===== config.mk =====
export PLATFORM = sky130hd
export DESIGN_NAME = decoder_arbiter
export DESIGN_NICKNAME = d
export VERILOG_FILES = /design/src/rtl/decoder_arb_pkg.sv /design/src/rtl/decoder_arbiter_rr_pick.sv /design/src/rtl/decoder_arbiter.sv
export SDC_FILE = /design/constraint.sdc
export NUM_CORES = 1
export LEC_CHECK = 0
export CAP_MARGIN = 20
export CORE_MARGIN = 2
export CORE_UTILIZATION = 42
export DETAILED_ROUTE_END_ITERATION = 7
export HOLD_SLACK_MARGIN = 0.03
export MAX_ROUTING_LAYER = met4
export PLACE_DENSITY = 0.92
export SLEW_MARGIN = 10
export SYNTH_ARGS = -nofsm -noshare
export SYNTH_HDL_FRONTEND = slang
export SYNTH_SLANG_ARGS = --single-unit

===== constraint.sdc =====
create_clock -name clock -period 5.65 [get_ports clock]
set_clock_uncertainty 0.15 [all_clocks]
set_input_delay 1.13 -clock clock [delete_from_list [all_inputs] [get_ports clock]]
set_output_delay 1.13 -clock clock [all_outputs]
set_load 0.05 [all_outputs]

===== src/rtl/decoder_arb_pkg.sv =====
// Shared definitions for the decoder arbiter slice.
//   arb_state_t       : sequencer states (IDLE, SETTLE, RESPOND)
//   IDLE_CODE_DEFAULT : code driven onto the decoder when nothing is granted
//   ID_W(n)           : width of a requester ID for n requesters
package decoder_arb_pkg;

  typedef enum logic [1:0] {
    IDLE,
    SETTLE,
    RESPOND
  } arb_state_t;

  localparam logic [6:0] IDLE_CODE_DEFAULT = 7'h00;

  function automatic int ID_W(input int n);
    return $clog2(n);
  endfunction

endpackage


===== src/rtl/decoder_arbiter_rr_pick.sv =====
// Rotate-priority encoder: finds the first set request bit at or after
// ptr, wrapping modulo NREQ.
// Ports:
//   req          in  NREQ  request bits
//   ptr          in  ID_W  position with highest priority
//   grant_onehot out NREQ  one-hot winner (zero when nothing requested)
//   grant_id     out ID_W  index of the winner
//   any          out 1     at least one request present
module rr_pick
  import decoder_arb_pkg::*;
#(
  parameter int NREQ = 4
) (
  input  logic [NREQ-1:0]       req,
  input  logic [ID_W(NREQ)-1:0] ptr,
  output logic [NREQ-1:0]       grant_onehot,
  output logic [ID_W(NREQ)-1:0] grant_id,
  output logic                  any
);

  localparam int IDW = ID_W(NREQ);

  // ptr + k folded back into 0..NREQ-1; NREQ need not be a power of two.
  function automatic logic [IDW-1:0] wrap_add(input logic [IDW-1:0] p, input int k);
    int s;
    s = int'(p) + k;
    if (s >= NREQ) s = s - NREQ;
    return IDW'(s);
  endfunction

  // Scan from the farthest offset down to the nearest so the nearest set
  // bit (lowest offset from ptr) is the last one written and wins.
  always_comb begin
    grant_id = '0;
    any      = 1'b0;
    for (int k = NREQ - 1; k >= 0; k--) begin
      if (req[wrap_add(ptr, k)]) begin
        grant_id = wrap_add(ptr, k);
        any      = 1'b1;
      end
    end
    grant_onehot = any ? (NREQ'(1) << grant_id) : '0;
  end

endmodule


===== src/rtl/decoder_arbiter.sv =====
// Round-robin arbiter/sequencer sharing one combinational decoder among
// NREQ requesters. One request is in flight at a time: grant, drive the
// code onto dec_in, wait DEC_LAT cycles, capture dec_out, then hold the
// response until it is accepted.
// Optional feature macro: DECODER_ARB_TIMEOUT_EN adds a response-stall
// timeout (parameter TIMEOUT) and the sticky err_timeout output.
// Ports:
//   clock, reset  in   clock, synchronous active-high reset
//   req_valid     in   NREQ         request valid per requester
//   req_code      in   NREQ*CODE_W  packed request codes
//   req_ready     out  NREQ         one-hot acceptance (IDLE only)
//   dec_in        out  CODE_W       registered decoder input
//   dec_out       in   OUT_W        decoder result
//   rsp_valid     out  1            response valid
//   rsp_ready     in   1            response accept
//   rsp_data      out  OUT_W        captured decoder output
//   rsp_id        out  ID_W         granted requester ID
//   err_timeout   out  1            sticky timeout flag (macro only)
module decoder_arbiter
  import decoder_arb_pkg::*;
#(
  parameter int NREQ    = 4,
  parameter int CODE_W  = 7,
  parameter int OUT_W   = 8,
  parameter int DEC_LAT = 1,
`ifdef DECODER_ARB_TIMEOUT_EN
  parameter int TIMEOUT = 64,
`endif
  parameter logic [CODE_W-1:0] IDLE_CODE = CODE_W'(IDLE_CODE_DEFAULT)
) (
  input  logic                     clock,
  input  logic                     reset,
  input  logic [NREQ-1:0]          req_valid,
  input  logic [NREQ*CODE_W-1:0]   req_code,
  output logic [NREQ-1:0]          req_ready,
  output logic [CODE_W-1:0]        dec_in,
  input  logic [OUT_W-1:0]         dec_out,
  output logic                     rsp_valid,
  input  logic                     rsp_ready,
  output logic [OUT_W-1:0]         rsp_data,
`ifdef DECODER_ARB_TIMEOUT_EN
  output logic                     err_timeout,
`endif
  output logic [ID_W(NREQ)-1:0]    rsp_id
);

  localparam int IDW = ID_W(NREQ);
  localparam logic [3:0] SETTLE_LOAD = 4'(DEC_LAT - 1);

  arb_state_t        state;
  logic [IDW-1:0]    rr_ptr;
  logic [3:0]        settle_cnt;
  logic [NREQ-1:0]   grant_onehot;
  logic [IDW-1:0]    grant_id;
  logic              grant_any;
  logic [CODE_W-1:0] sel_code;
  logic [IDW-1:0]    next_ptr;

`ifdef DECODER_ARB_TIMEOUT_EN
  localparam int STALL_W = $clog2(TIMEOUT + 1);
  logic [STALL_W-1:0] stall_cnt;
`endif

  rr_pick #(.NREQ(NREQ)) u_pick (
    .req          (req_valid),
    .ptr          (rr_ptr),
    .grant_onehot (grant_onehot),
    .grant_id     (grant_id),
    .any          (grant_any)
  );

  // Acceptance only while idle; held low during reset so a requester never
  // sees an acceptance that the reset is about to discard.
  assign req_ready = (state == IDLE && !reset) ? grant_onehot : '0;

  always_comb begin
    sel_code = req_code[int'(grant_id)*CODE_W +: CODE_W];
  end

  // rsp_id holds the granted ID for the whole transaction, so the next
  // round-robin position is derived from it.
  assign next_ptr = (rsp_id == IDW'(NREQ - 1)) ? '0 : rsp_id + IDW'(1);

  // Sequencer: grant, settle, respond. All outputs are registered here.
  always_ff @(posedge clock) begin
    if (reset) begin
      state      <= IDLE;
      rr_ptr     <= '0;
      dec_in     <= IDLE_CODE;
      rsp_valid  <= 1'b0;
      rsp_data   <= '0;
      rsp_id     <= '0;
      settle_cnt <= '0;
`ifdef DECODER_ARB_TIMEOUT_EN
      stall_cnt   <= '0;
      err_timeout <= 1'b0;
`endif
    end else begin
      case (state)
        IDLE: begin
          if (grant_any) begin
            dec_in     <= sel_code;
            rsp_id     <= grant_id;
            settle_cnt <= SETTLE_LOAD;
            state      <= SETTLE;
          end
        end
        SETTLE: begin
          if (settle_cnt == '0) begin
            rsp_data  <= dec_out;
            rsp_valid <= 1'b1;
            state     <= RESPOND;
`ifdef DECODER_ARB_TIMEOUT_EN
            stall_cnt <= '0;
`endif
          end else begin
            settle_cnt <= settle_cnt - 4'd1;
          end
        end
        RESPOND: begin
          if (rsp_ready) begin
            rsp_valid <= 1'b0;
            rr_ptr    <= next_ptr;
            dec_in    <= IDLE_CODE;
            state     <= IDLE;
          end
`ifdef DECODER_ARB_TIMEOUT_EN
          // A response stalled for TIMEOUT cycles is dropped so the other
          // requesters are not locked out by a dead consumer.
          else if (stall_cnt == STALL_W'(TIMEOUT - 1)) begin
            rsp_valid   <= 1'b0;
            rr_ptr      <= next_ptr;
            dec_in      <= IDLE_CODE;
            state       <= IDLE;
            err_timeout <= 1'b1;
          end else begin
            stall_cnt <= stall_cnt + STALL_W'(1);
          end
`endif
        end
        default: state <= IDLE;
      endcase
    end
  end

endmodule

==> flow_metrics.env <==
export IMPL_status="finished, violations left"
export IMPL_failed_checks="design-rule violations"
export IMPL_timing_rr_end="dec_in[4]$_SDFFE_PP0P_"
export IMPL_synth_edf_count=0
export IMPL_layout_common_cells="clkdlybuf4s50_1 (64), dfxtp_1 (26), mux2i_1 (25), nor2_1 (25), nand2_1 (11)"
export IMPL_synth_area_sq_um=1270
export IMPL_multi_input_area_sq_um=694
export IMPL_final_area_sq_um=1950
export IMPL_antennaDiodeCount=0
export IMPL_grt_pass1_vias=1205
export IMPL_ys_async_sr_fraction=0
export IMPL_cts_clk_slew_worst_paths_ns=0.13
export IMPL_drc=2
export IMPL_critPathLaunchType="input pin"
export IMPL_cts_buffers=3
export IMPL_die_height_microns=59.0
export IMPL_start_util=0.453
export IMPL_p_leak_uw=0.000787
export IMPL_yosysUniqueCellTypes=29
export IMPL_numClockSinks=26
export IMPL_root_buffer="clkbuf_4"
export IMPL_drive_gt1_frac=0.0500
export IMPL_first_iter_violations=61
export IMPL_reg2reg_from="rr_ptr[0]$_SDFFE_PP0P_"
export IMPL_via_count=1215
export IMPL_core_area_sq_um=2810
export IMPL_end_kind="output pin"
export IMPL_final_cells=231
export IMPL_synth_top_family_by_area="simple AND/OR/NAND/NOR gates"
export IMPL_synth_cells=138
export IMPL_fin_crit_ns=4.84
export IMPL_max_cap_violations=0
export IMPL_synthMuxAreaShare=0.197
export IMPL_syn_nets=183
export IMPL_grt_antenna_before_repair=0
export IMPL_yosysSeqAreaShare=0.410
export IMPL_slew_viol_final=0
export IMPL_post_route_period_util=0.857
export IMPL_hold_depth=2
export IMPL_cts_resized=0
export IMPL_wl_per_cell_microns=14.6
export IMPL_io_pins=65
export IMPL_synth_compound_area_frac=0.100
export IMPL_synth_ff_type="dfxtp_1"
export IMPL_ys_seq_elements=26
export IMPL_synthAdderAreaFrac=0.0197
export IMPL_synth_warnings=0
export IMPL_viasPerCell=5.26
export IMPL_die_w_microns=59.0
export IMPL_hp_start="dec_in[6]$_SDFFE_PP0P_"
export IMPL_crit_fanout=10
export IMPL_r2r_slack_ns=3.58
export IMPL_finalSetupTns_ns=0
export IMPL_hold_violations=0
export IMPL_cts_max_level=1
export IMPL_post_cts_buffers=0
export IMPL_avgSynthCellArea_sq_um=9.20
export IMPL_fmax_mhz=206
export IMPL_seqCellArea_sq_um=520
export IMPL_dpl_instance_area_sq_um=1930
export IMPL_row_count=19
export IMPL_cts_max_path_buffers=2
export IMPL_dp_hpwl_mm=2.75
export IMPL_power_uw=900
export IMPL_grt_use_total=0.203
export IMPL_num_fill_cells=226
export IMPL_cts_tree="yes"
export IMPL_irDropWorstVdd_mv=0.316
export IMPL_rsz0062_at_grt="no"
export IMPL_synthSimpleGateAreaFrac=0.211
export IMPL_place_gp_congestion=0.731
export IMPL_hold_path_end="dec_in[6]$_SDFFE_PP0P_"
export IMPL_synth_xor_area_frac=0.0138
export IMPL_area_delta_synth_final_pct=53.9
export IMPL_port_buffers=64
export IMPL_rr_worst_depth=6
export IMPL_dp_cells=228
export IMPL_worstSetupPathType="input pin to output pin"
export IMPL_grt_overflow_total=0
export IMPL_postCtsHoldBufs=0
export IMPL_layout_nets=247
export IMPL_routed_wl_mm=3.37
export IMPL_layout_commonest_cell="clkdlybuf4s50_1"
export IMPL_p_per_area_nw_per_um2=460
export IMPL_required_ns=4.37
export IMPL_clk_latency_ns=0.32
export IMPL_crit_arrival_ns=3.56
export IMPL_max_slew_margin_rel=0.591
export IMPL_grt_max_degree=19
export IMPL_antenna_left=0
export IMPL_grt_pass1_wl_mm=5.22
export IMPL_hp_class="register to register"
export IMPL_dieArea_sq_um=3480
export IMPL_worst_slew_pin_slew_ns=0.612
export IMPL_first_pass_iters=6
export IMPL_setup_violations=0
==> stage by stage <==
stage                util  setup WS [ns]  hold WS, ns
global placement    0.689          0.932        0.297
finish              0.697          0.805        0.338
detailed placement  0.689          0.808        0.309
floorplan               -           1.85        0.331
CTS                 0.697          0.810        0.341
global route        0.697          0.698        0.371
==> cell families after synthesis <==
kind of cell               count (synthesis)
DFF                                       26
muxes                                     25
AOI/OAI and AO/OA                         18
and+or+nand+nor                           52
xor gates and xnor gates                   2
buffers and inverters                     13
adders and majority gates                  2
==> registers in the layout, indices dropped and copies added, names as in the netlist <==
register,flops
dec_in,7
rr_ptr,2
rsp_data,8
rsp_id,2
rsp_valid,1
settle_cnt,4
state,2
==> routing by layer <==
layer | part of all wire | up-vias | GRT usage
li1 | - | 606 | -
met1 | 0.40 | 564 | 0.222
met2 | 0.53 | 36 | 0.365
met3 | 0.044 | 9 | 0.0328
met4 | 0.023 | 0 | 0.0779
met5 | 0 | - | -
==> cell type report <==
cell class | count | area share
multi-input cells | 99 | 0.355
repair buffers | 66 | 0.335
flip-flops and latches | 26 | 0.266
inverters | 6 | 0.0115
well taps | 31 | 0.0198
clock buffers | 3 | 0.0115
==> report_power, final <==
group / total, uW / switching [uW] / internal (uW)
Combinational: 536 / 318 / 218
Clock: 77.0 / 52.0 / 25.0
Sequential: 286 / 41.5 / 245
==> synthesized netlist by cell type (2+ instances only) <==
master | number | area share
inv_1 | 6 | 0.018
nand2_1 | 11 | 0.033
a21oi_1 | 8 | 0.032
nand3b_1 | 2 | 0.012
clkbuf_1 | 3 | 0.0089
nor2_1 | 25 | 0.074
nand2b_1 | 2 | 0.0099
o221ai_1 | 7 | 0.048
nor3_1 | 2 | 0.0079
ha_1 | 2 | 0.020
buf_4 | 3 | 0.018
dfxtp_1 | 26 | 0.41
mux2i_1 | 25 | 0.20
==> worst max-delay path by stage <==
stage	start	end	slack, ns	depth (start not counted)
detailed placement	req_valid[2]	req_ready[1]	0.81	7
floorplan	req_valid[0]	req_ready[0]	1.85	6
CTS	req_valid[2]	req_ready[1]	0.81	7
global placement	req_valid[2]	req_ready[3]	0.93	7
finish	req_valid[2]	req_ready[1]	0.81	7
global route	req_valid[2]	req_ready[3]	0.70	7
==> critical path, stage by stage <==
cell and delay, ns:
clkdlybuf4s50_1 0.55, nor4_2 0.09, or3_1 0.39, nor2_1 0.17
nand2_1 0.25, nor2_1 0.16, clkdlybuf4s50_1 0.82
Note: power is estimated with default switching activity, not from simulation.
